[config.mk]
export PLATFORM = sky130hd
export DESIGN_NAME = id_decode_pipe
export DESIGN_NICKNAME = d
export VERILOG_FILES = /design/src/rtl/id_decode_pipe.sv
export SDC_FILE = /design/constraint.sdc
export NUM_CORES = 1
export LEC_CHECK = 0
export ABC_CLOCK_PERIOD_IN_PS = 6850
export BUFFER_PORTS_ARGS = -buffer_cell sky130_fd_sc_hd__buf_4
export CORE_MARGIN = 2
export CORE_UTILIZATION = 54
export DETAILED_ROUTE_END_ITERATION = 8
export HOLD_SLACK_MARGIN = 0.15
export PLACE_DENSITY = 0.87
export SLEW_MARGIN = 25
export SYNTH_ARGS = -nofsm -noshare
export SYNTH_HDL_FRONTEND = slang
export SYNTH_SLANG_ARGS = --single-unit
[constraint.sdc]
create_clock -name clk -period 6.85 [get_ports clk]
set_clock_uncertainty 0.2 [all_clocks]
set_input_delay 0.3425 -clock clk [delete_from_list [all_inputs] [get_ports clk]]
set_output_delay 0.3425 -clock clk [all_outputs]
set_load 0.05 [all_outputs]
[src/rtl/id_decode_pipe.sv]
// MIPS instruction-decode stage: field decode, operand forwarding, load-use and
// HI/LO hazard stalls, and a valid/ready output register feeding EXE.
package mips_cpu_pkg;

    typedef enum logic [2:0] {
        ALUTYPE_NONE,
        ALUTYPE_ARITH,
        ALUTYPE_LOGIC,
        ALUTYPE_SHIFT,
        ALUTYPE_MULDIV,
        ALUTYPE_MOVE
    } alutype_e;

    typedef enum logic [4:0] {
        OP_NONE, OP_ADD, OP_SUB, OP_SLT, OP_AND, OP_OR, OP_XOR, OP_NOR, OP_LUI,
        OP_SLL, OP_SRL, OP_SRA, OP_MULT, OP_DIV, OP_MFHI, OP_MFLO, OP_MTHI, OP_MTLO
    } aluop_e;

    typedef struct packed {
        logic   sign;
        aluop_e op;
    } aluop_t;

    typedef enum logic [3:0] {
        MEM_NONE, MEM_LB, MEM_LBU, MEM_LH, MEM_LHU, MEM_LW, MEM_SB, MEM_SH, MEM_SW
    } memop_e;

    localparam logic [5:0] OPC_SPECIAL = 6'h00, OPC_ADDI = 6'h08, OPC_ADDIU = 6'h09,
                           OPC_SLTI = 6'h0A, OPC_SLTIU = 6'h0B, OPC_ANDI = 6'h0C,
                           OPC_ORI = 6'h0D, OPC_XORI = 6'h0E, OPC_LUI = 6'h0F,
                           OPC_LB = 6'h20, OPC_LH = 6'h21, OPC_LW = 6'h23,
                           OPC_LBU = 6'h24, OPC_LHU = 6'h25, OPC_SB = 6'h28,
                           OPC_SH = 6'h29, OPC_SW = 6'h2B;

    localparam logic [5:0] FN_SLL = 6'h00, FN_SRL = 6'h02, FN_SRA = 6'h03,
                           FN_SLLV = 6'h04, FN_SRLV = 6'h06, FN_SRAV = 6'h07,
                           FN_MFHI = 6'h10, FN_MTHI = 6'h11, FN_MFLO = 6'h12,
                           FN_MTLO = 6'h13, FN_MULT = 6'h18, FN_MULTU = 6'h19,
                           FN_DIV = 6'h1A, FN_DIVU = 6'h1B, FN_ADD = 6'h20,
                           FN_ADDU = 6'h21, FN_SUB = 6'h22, FN_SUBU = 6'h23,
                           FN_AND = 6'h24, FN_OR = 6'h25, FN_XOR = 6'h26,
                           FN_NOR = 6'h27, FN_SLT = 6'h2A, FN_SLTU = 6'h2B;

endpackage

module id_decode_pipe
    import mips_cpu_pkg::*;
#(
    parameter bit BYTE_SWAP  = 1'b1,
    parameter bit FWD_EN     = 1'b1,
    parameter int MULDIV_LAT = 4
) (
    input  logic        clk,
    input  logic        rst,
    input  logic        flush,
    input  logic        in_valid,
    output logic        in_ready,
    input  logic [31:0] in_inst,
    output logic [4:0]  rfra1,
    output logic [4:0]  rfra2,
    input  logic [31:0] rfrd1,
    input  logic [31:0] rfrd2,
    input  logic        exe_we,
    input  logic [4:0]  exe_wa,
    input  logic [31:0] exe_wd,
    input  logic        exe_load,
    input  logic        mem_we,
    input  logic [4:0]  mem_wa,
    input  logic [31:0] mem_wd,
    output logic        out_valid,
    input  logic        out_ready,
    output alutype_e    out_alutype,
    output aluop_t      out_aluop,
    output memop_e      out_memop,
    output logic        out_rfwe,
    output logic        out_hilowe,
    output logic        out_dm2rf,
    output logic [4:0]  out_rfwa,
    output logic [31:0] out_src1,
    output logic [31:0] out_src2,
    output logic [31:0] out_dmdin,
    output logic        out_illegal
);

    typedef enum logic [1:0] {SRC2_RT, SRC2_SEXT, SRC2_ZEXT, SRC2_LUI} src2_sel_e;

    typedef struct packed {
        alutype_e  alutype;
        aluop_t    aluop;
        memop_e    memop;
        src2_sel_e src2_sel;
        logic      rfwe;
        logic      hilowe;
        logic      dm2rf;
        logic      illegal;
        logic      use_rd;
        logic      src1_sa;
        logic      reads_rs;
        logic      reads_rt;
        logic      muldiv;
        logic      hilo_move;
    } dec_t;

    logic [31:0] inst;
    logic [5:0]  opcode, func;
    logic [4:0]  rs, rt, rd, sa;
    logic [15:0] imm;
    dec_t        dec;
    logic [31:0] fwd_rs, fwd_rt, src1, src2;
    logic [4:0]  rfwa;
    logic        load_use, hilo_stall, stall, accept;
    logic [4:0]  busy_cnt;

    assign inst   = BYTE_SWAP ? {in_inst[7:0], in_inst[15:8], in_inst[23:16], in_inst[31:24]}
                              : in_inst;
    assign opcode = inst[31:26];
    assign rs     = inst[25:21];
    assign rt     = inst[20:16];
    assign rd     = inst[15:11];
    assign sa     = inst[10:6];
    assign func   = inst[5:0];
    assign imm    = inst[15:0];
    assign rfra1  = rs;
    assign rfra2  = rt;

    // NOTE: every field gets a default before the case so no path can infer a latch.
    always_comb begin
        dec       = '0;
        dec.memop = MEM_NONE;
        if (opcode == OPC_SPECIAL) begin
            dec.use_rd = 1'b1;
            unique case (func)
                FN_SLL, FN_SRL, FN_SRA, FN_SLLV, FN_SRLV, FN_SRAV: begin
                    dec.alutype  = ALUTYPE_SHIFT;
                    dec.aluop.op = (func[1:0] == 2'b00) ? OP_SLL :
                                   (func[1:0] == 2'b10) ? OP_SRL : OP_SRA;
                    dec.src1_sa  = !func[2];
                    dec.reads_rs = func[2];
                    dec.reads_rt = 1'b1;
                    dec.rfwe     = 1'b1;
                end
                FN_MFHI, FN_MFLO: begin
                    dec.alutype   = ALUTYPE_MOVE;
                    dec.aluop.op  = (func == FN_MFHI) ? OP_MFHI : OP_MFLO;
                    dec.rfwe      = 1'b1;
                    dec.hilo_move = 1'b1;
                end
                FN_MTHI, FN_MTLO: begin
                    dec.alutype   = ALUTYPE_MOVE;
                    dec.aluop.op  = (func == FN_MTHI) ? OP_MTHI : OP_MTLO;
                    dec.hilowe    = 1'b1;
                    dec.reads_rs  = 1'b1;
                    dec.hilo_move = 1'b1;
                end
                FN_MULT, FN_MULTU, FN_DIV, FN_DIVU: begin
                    dec.alutype    = ALUTYPE_MULDIV;
                    dec.aluop.op   = func[1] ? OP_DIV : OP_MULT;
                    dec.aluop.sign = !func[0];
                    dec.hilowe     = 1'b1;
                    dec.reads_rs   = 1'b1;
                    dec.reads_rt   = 1'b1;
                    dec.muldiv     = 1'b1;
                end
                FN_ADD, FN_ADDU, FN_SUB, FN_SUBU, FN_SLT, FN_SLTU: begin
                    dec.alutype    = ALUTYPE_ARITH;
                    dec.aluop.op   = func[3] ? OP_SLT : (func[1] ? OP_SUB : OP_ADD);
                    dec.aluop.sign = !func[0];
                    dec.reads_rs   = 1'b1;
                    dec.reads_rt   = 1'b1;
                    dec.rfwe       = 1'b1;
                end
                FN_AND, FN_OR, FN_XOR, FN_NOR: begin
                    dec.alutype  = ALUTYPE_LOGIC;
                    dec.aluop.op = (func == FN_AND) ? OP_AND : (func == FN_OR) ? OP_OR :
                                   (func == FN_XOR) ? OP_XOR : OP_NOR;
                    dec.reads_rs = 1'b1;
                    dec.reads_rt = 1'b1;
                    dec.rfwe     = 1'b1;
                end
                default: dec.illegal = 1'b1;
            endcase
        end else begin
            unique case (opcode)
                OPC_ADDI, OPC_ADDIU, OPC_SLTI, OPC_SLTIU: begin
                    dec.alutype    = ALUTYPE_ARITH;
                    dec.aluop.op   = opcode[1] ? OP_SLT : OP_ADD;
                    dec.aluop.sign = !opcode[0];
                    dec.src2_sel   = SRC2_SEXT;
                    dec.reads_rs   = 1'b1;
                    dec.rfwe       = 1'b1;
                end
                OPC_ANDI, OPC_ORI, OPC_XORI: begin
                    dec.alutype  = ALUTYPE_LOGIC;
                    dec.aluop.op = (opcode == OPC_ANDI) ? OP_AND :
                                   (opcode == OPC_ORI)  ? OP_OR : OP_XOR;
                    dec.src2_sel = SRC2_ZEXT;
                    dec.reads_rs = 1'b1;
                    dec.rfwe     = 1'b1;
                end
                OPC_LUI: begin
                    dec.alutype  = ALUTYPE_LOGIC;
                    dec.aluop.op = OP_LUI;
                    dec.src2_sel = SRC2_LUI;
                    dec.rfwe     = 1'b1;
                end
                OPC_LB, OPC_LH, OPC_LW, OPC_LBU, OPC_LHU: begin
                    dec.alutype    = ALUTYPE_ARITH;
                    dec.aluop.op   = OP_ADD;
                    dec.aluop.sign = (opcode == OPC_LB) || (opcode == OPC_LH);
                    dec.memop      = (opcode == OPC_LB)  ? MEM_LB  : (opcode == OPC_LH)  ? MEM_LH :
                                     (opcode == OPC_LBU) ? MEM_LBU : (opcode == OPC_LHU) ? MEM_LHU :
                                     MEM_LW;
                    dec.src2_sel   = SRC2_SEXT;
                    dec.reads_rs   = 1'b1;
                    dec.rfwe       = 1'b1;
                    dec.dm2rf      = 1'b1;
                end
                OPC_SB, OPC_SH, OPC_SW: begin
                    dec.alutype  = ALUTYPE_ARITH;
                    dec.aluop.op = OP_ADD;
                    dec.memop    = (opcode == OPC_SB) ? MEM_SB : (opcode == OPC_SH) ? MEM_SH : MEM_SW;
                    dec.src2_sel = SRC2_SEXT;
                    dec.reads_rs = 1'b1;
                    dec.reads_rt = 1'b1;
                end
                default: dec.illegal = 1'b1;
            endcase
        end
    end

    function automatic logic [31:0] forward(input logic [4:0] addr, input logic [31:0] rf_data,
                                            input logic e_we, input logic [4:0] e_wa,
                                            input logic [31:0] e_wd, input logic m_we,
                                            input logic [4:0] m_wa, input logic [31:0] m_wd);
        if (addr == 5'd0)                         return 32'd0;
        if (FWD_EN && e_we && (e_wa == addr))     return e_wd;
        if (FWD_EN && m_we && (m_wa == addr))     return m_wd;
        return rf_data;
    endfunction

    always_comb begin
        fwd_rs = forward(rs, rfrd1, exe_we, exe_wa, exe_wd, mem_we, mem_wa, mem_wd);
        fwd_rt = forward(rt, rfrd2, exe_we, exe_wa, exe_wd, mem_we, mem_wa, mem_wd);
        src1   = dec.src1_sa ? {27'd0, sa} : fwd_rs;
        unique case (dec.src2_sel)
            SRC2_SEXT: src2 = {{16{imm[15]}}, imm};
            SRC2_ZEXT: src2 = {16'd0, imm};
            SRC2_LUI:  src2 = {imm, 16'd0};
            default:   src2 = fwd_rt;
        endcase
        rfwa = dec.use_rd ? rd : rt;
    end

    // A load still in EXE cannot be forwarded, so a dependent reader must wait a cycle.
    assign load_use   = exe_load && exe_we && (exe_wa != 5'd0) &&
                        ((dec.reads_rs && (exe_wa == rs)) || (dec.reads_rt && (exe_wa == rt)));
    assign hilo_stall = dec.hilo_move && (busy_cnt != 5'd0);
    assign stall      = in_valid && (load_use || hilo_stall);
    assign in_ready   = !rst && (!out_valid || out_ready) && !stall && !flush;
    assign accept     = in_valid && in_ready;

    // NOTE: sequential state uses non-blocking assignments so every register samples pre-edge values.
    always_ff @(posedge clk) begin
        if (rst) begin
            busy_cnt <= 5'd0;
        end else if (flush) begin
            busy_cnt <= busy_cnt;
        end else if (accept && dec.muldiv) begin
            busy_cnt <= 5'(MULDIV_LAT);
        end else if (busy_cnt != 5'd0) begin
            busy_cnt <= busy_cnt - 5'd1;
        end
    end

    always_ff @(posedge clk) begin
        if (rst) begin
            out_valid   <= 1'b0;
            out_alutype <= ALUTYPE_NONE;
            out_aluop   <= '0;
            out_memop   <= MEM_NONE;
            out_rfwe    <= 1'b0;
            out_hilowe  <= 1'b0;
            out_dm2rf   <= 1'b0;
            out_rfwa    <= 5'd0;
            out_src1    <= 32'd0;
            out_src2    <= 32'd0;
            out_dmdin   <= 32'd0;
            out_illegal <= 1'b0;
        end else if (flush) begin
            out_valid <= 1'b0;
        end else if (accept) begin
            out_valid   <= 1'b1;
            out_alutype <= dec.alutype;
            out_aluop   <= dec.aluop;
            out_memop   <= dec.illegal ? MEM_NONE : dec.memop;
            out_rfwe    <= dec.rfwe && !dec.illegal && (rfwa != 5'd0);
            out_hilowe  <= dec.hilowe && !dec.illegal;
            out_dm2rf   <= dec.dm2rf && !dec.illegal;
            out_rfwa    <= rfwa;
            out_src1    <= src1;
            out_src2    <= src2;
            out_dmdin   <= fwd_rt;
            out_illegal <= dec.illegal;
        end else if (out_ready) begin
            out_valid <= 1'b0;
        end
    end

endmodule

==> impl_metrics.toml <==
[placement]
dp_hpwl_mm = 23.0
place_area_um2 = 9950
port_buffers = 307
gp_congestion = 1.00

[yosys]
yosys.area_share.adder = 0.00160
yosysTopAreaCellShare = 0.316
yosys_warnings = 0
synth_ff_type = "dfxtp_1"
synth_top_cell_by_area = "dfxtp_1"
synth_mux_area_frac = 0.173
synth_nets = 1139
ys_seq_elements = 124
synthXorXnorAreaFrac = 0.0301
synth_compound_area_frac = 0.215
ys_types = 61
ys_top_cells_by_area = "dfxtp_1 32%, mux2i_1 16%, nand2_1 6.3%"
async_reset_ff_frac = 0
synth_top_family_by_area = "compound AO/OA/AOI/OAI gates"
synth_edf_count = 0
synth.avg_cell_area_um2 = 8.17
syn-cell-area_um2 = 7840
synthSimpleGateAreaFrac = 0.192
ys_seq_area_frac = 0.316
syn_inst = 960

[layout]
mostFrequentLayoutCell = "buf_4"
layout-drive-gt1-share = 0.281
area_growth_pct = 42.3
antennaDiodeCount = 0
mostFrequentLayoutCells = "314 x buf_4, 130 x nand2_1, 128 x mux2i_1"
fin_area_um2 = 11200
nets = 1433

[floorplan]
start_util = 0.546
dieWidth_um = 125
die_height_um = 125
num_io_pins = 308
dieArea_um2 = 15500
rows = 44
core-area_um2 = 14400

[critical_path]
worstPathMaxFanout = 37
worstSetupPathType = "primary input to register"
cp.buffers_inverters = 3
worstPathArrival_ns = 4.68
rr_worst_depth = 8
cpPeakStageDelay_ns = 0.86
path_cells = "dlygate4sd3_1, buf_4, nor2_1, and3_1, nand2_1, nor3_2, or3_4, buf_4, mux2i_1"
r2r_slack_ns = 3.28
path_common_cell = "buf_4"
end_kind = "register"
path_delay_family = "simple AND/OR/NAND/NOR gates"
startpoint_type = "primary input"
crit_cells = 9
slowest_stage = "nor3_2"
required_ns = 7.00

[cts]
clock-root-buffer = "clkbuf_16"
insertion_delay_ns = 0.42
cts_sinks = 124
max-clock-path-buffers = 2
numCtsBuffers = 17
h-tree-depth = 4
cts_resized = 0
cts_tree = "done"
cts.clk_slew.worst_paths_ns = 0.06

[flow_run]
max_cap_viol_count = 0

[timing]
fin_setup_tns_ns = 0
worst_pin_slew_ns = 1.11
rsz0062_at_grt = "no"
fmax_mhz = 221
hold_viol_final = 0
setup_violations = 0
period_needed_ns = 4.53
fin_crit_sh = 0.662
maxSlewViolCount = 0
holdWs_ns = 0.158
slew_headroom = 0.261

[power]
p_leak_nw = 5.13
design_power_total_w = 0.00234
peakVddDrop_mv = 0.188
power_density_nw_per_um2 = 210

[grt]
grt_pass1_wl_mm = 49.4
grt_pass1_vias = 9023
grt.total_usage = 0.400
grt_max_degree = 96
grt-ovfl-total = 0
antenna_found_initial = 0

[detailed_routing]
drt-total-wl_mm = 32.3
num_vias = 9305
firstDrtPassIters = 6
drc = 0
met3_length_mm = 3.58
ant_nets = 0
dr.max_layer_used = "met4"
drt_iter0_markers = 995
met2_length_mm = 14.5
wl_met1_mm = 12.2
wl_per_cell_um = 22.2
post_drt_via_cell_ratio = 6.42

[outcome]
status = "complete, no violations"

[worst_hold_path]
min_path_cells = 3
hold_class = "primary input to register"
[worst paths after layout]
path / from / to
max: in_inst[5] / out_src2[28]$_SDFFE_PP0P_
max reg2reg: busy_cnt[0]$_SDFFE_PP0P_ / out_src2[28]$_SDFFE_PP0P_
min reg2reg: out_rfwa[2]$_SDFFE_PP0P_ / out_rfwa[2]$_SDFFE_PP0P_
min: in_inst[4] / out_memop[3]$_SDFFE_PP0P_
[registers in the layout, summed over array words and instances, names as in the netlist, 3 cells and up]
name         count
out_src1        32
out_rfwa         5
out_src2        32
out_aluop        6
out_memop        4
out_alutype      3
out_dmdin       32
busy_cnt         5
[power breakdown]
group | switching, W | internal, W
clock network | 0.000342 | 0.000590
logic | 0.000377 | 0.000242
registers | 0.0000273 | 0.000762
total | 0.000747 | 0.00159
[metrics by stage]
step	cells	util	setup WS [ns]
3_5_place_dp	1360	0.693	2.59
2_1_floorplan	960	-	3.68
6_report	1450	0.777	2.32
3_3_place_gp	1360	0.693	2.71
4_1_cts	1450	0.775	2.46
5_1_grt	1450	0.777	2.15
[what timing repair did]
action                                 CTS  global route
setup buffers                            0             0
hold buffers                            59             0
endpoints found under the hold margin   74             0
[worst register-to-register path, delay by kind of cell, from the launching register on]
family	cells	cell delay, ns
and+or+nand+nor	4	1.77
adders and majority gates	1	0.21
buffers and inverters	2	0.71
DFF	1	0.33
muxes	1	0.28
[Yosys cell counts (16+ instances only)]
cell	count
mux2i_1	128
nor3_1	26
clkbuf_1	59
o211ai_1	33
xnor2_1	23
dfxtp_1	124
a211o_1	27
nor2_1	53
a31oi_1	20
a221oi_1	16
o21ai_0	58
nand4_1	19
o311ai_0	25
nand2_1	131
nand3_1	45
[cell type report]
type,count,area [um^2]
multi-input combinational,723,4850
fill,984,3200
timing repair buffer,373,2950
sequential,124,2480
clock buffer,21,460
tap,184,230
clock inverter,10,140
inverter,15,57.6
[logic make-up after synthesis]
group,Yosys count
AOI/OAI and AO/OA,236
and+or+nand+nor,324
DFF,124
xor gates and xnor gates,27
adders and majority gates,1
muxes,135
buffers and inverters,113
[layer usage]
| layer | vias to the layer above | track usage |
|---|---|---|
| met5 | - | 0 |
| met4 | 0 | 0.210 |
| met3 | 150 | 0.119 |
| met2 | 671 | 0.628 |
| met1 | 4363 | 0.495 |
| li1 | 4121 | - |
(Power assumes the default switching activity.)
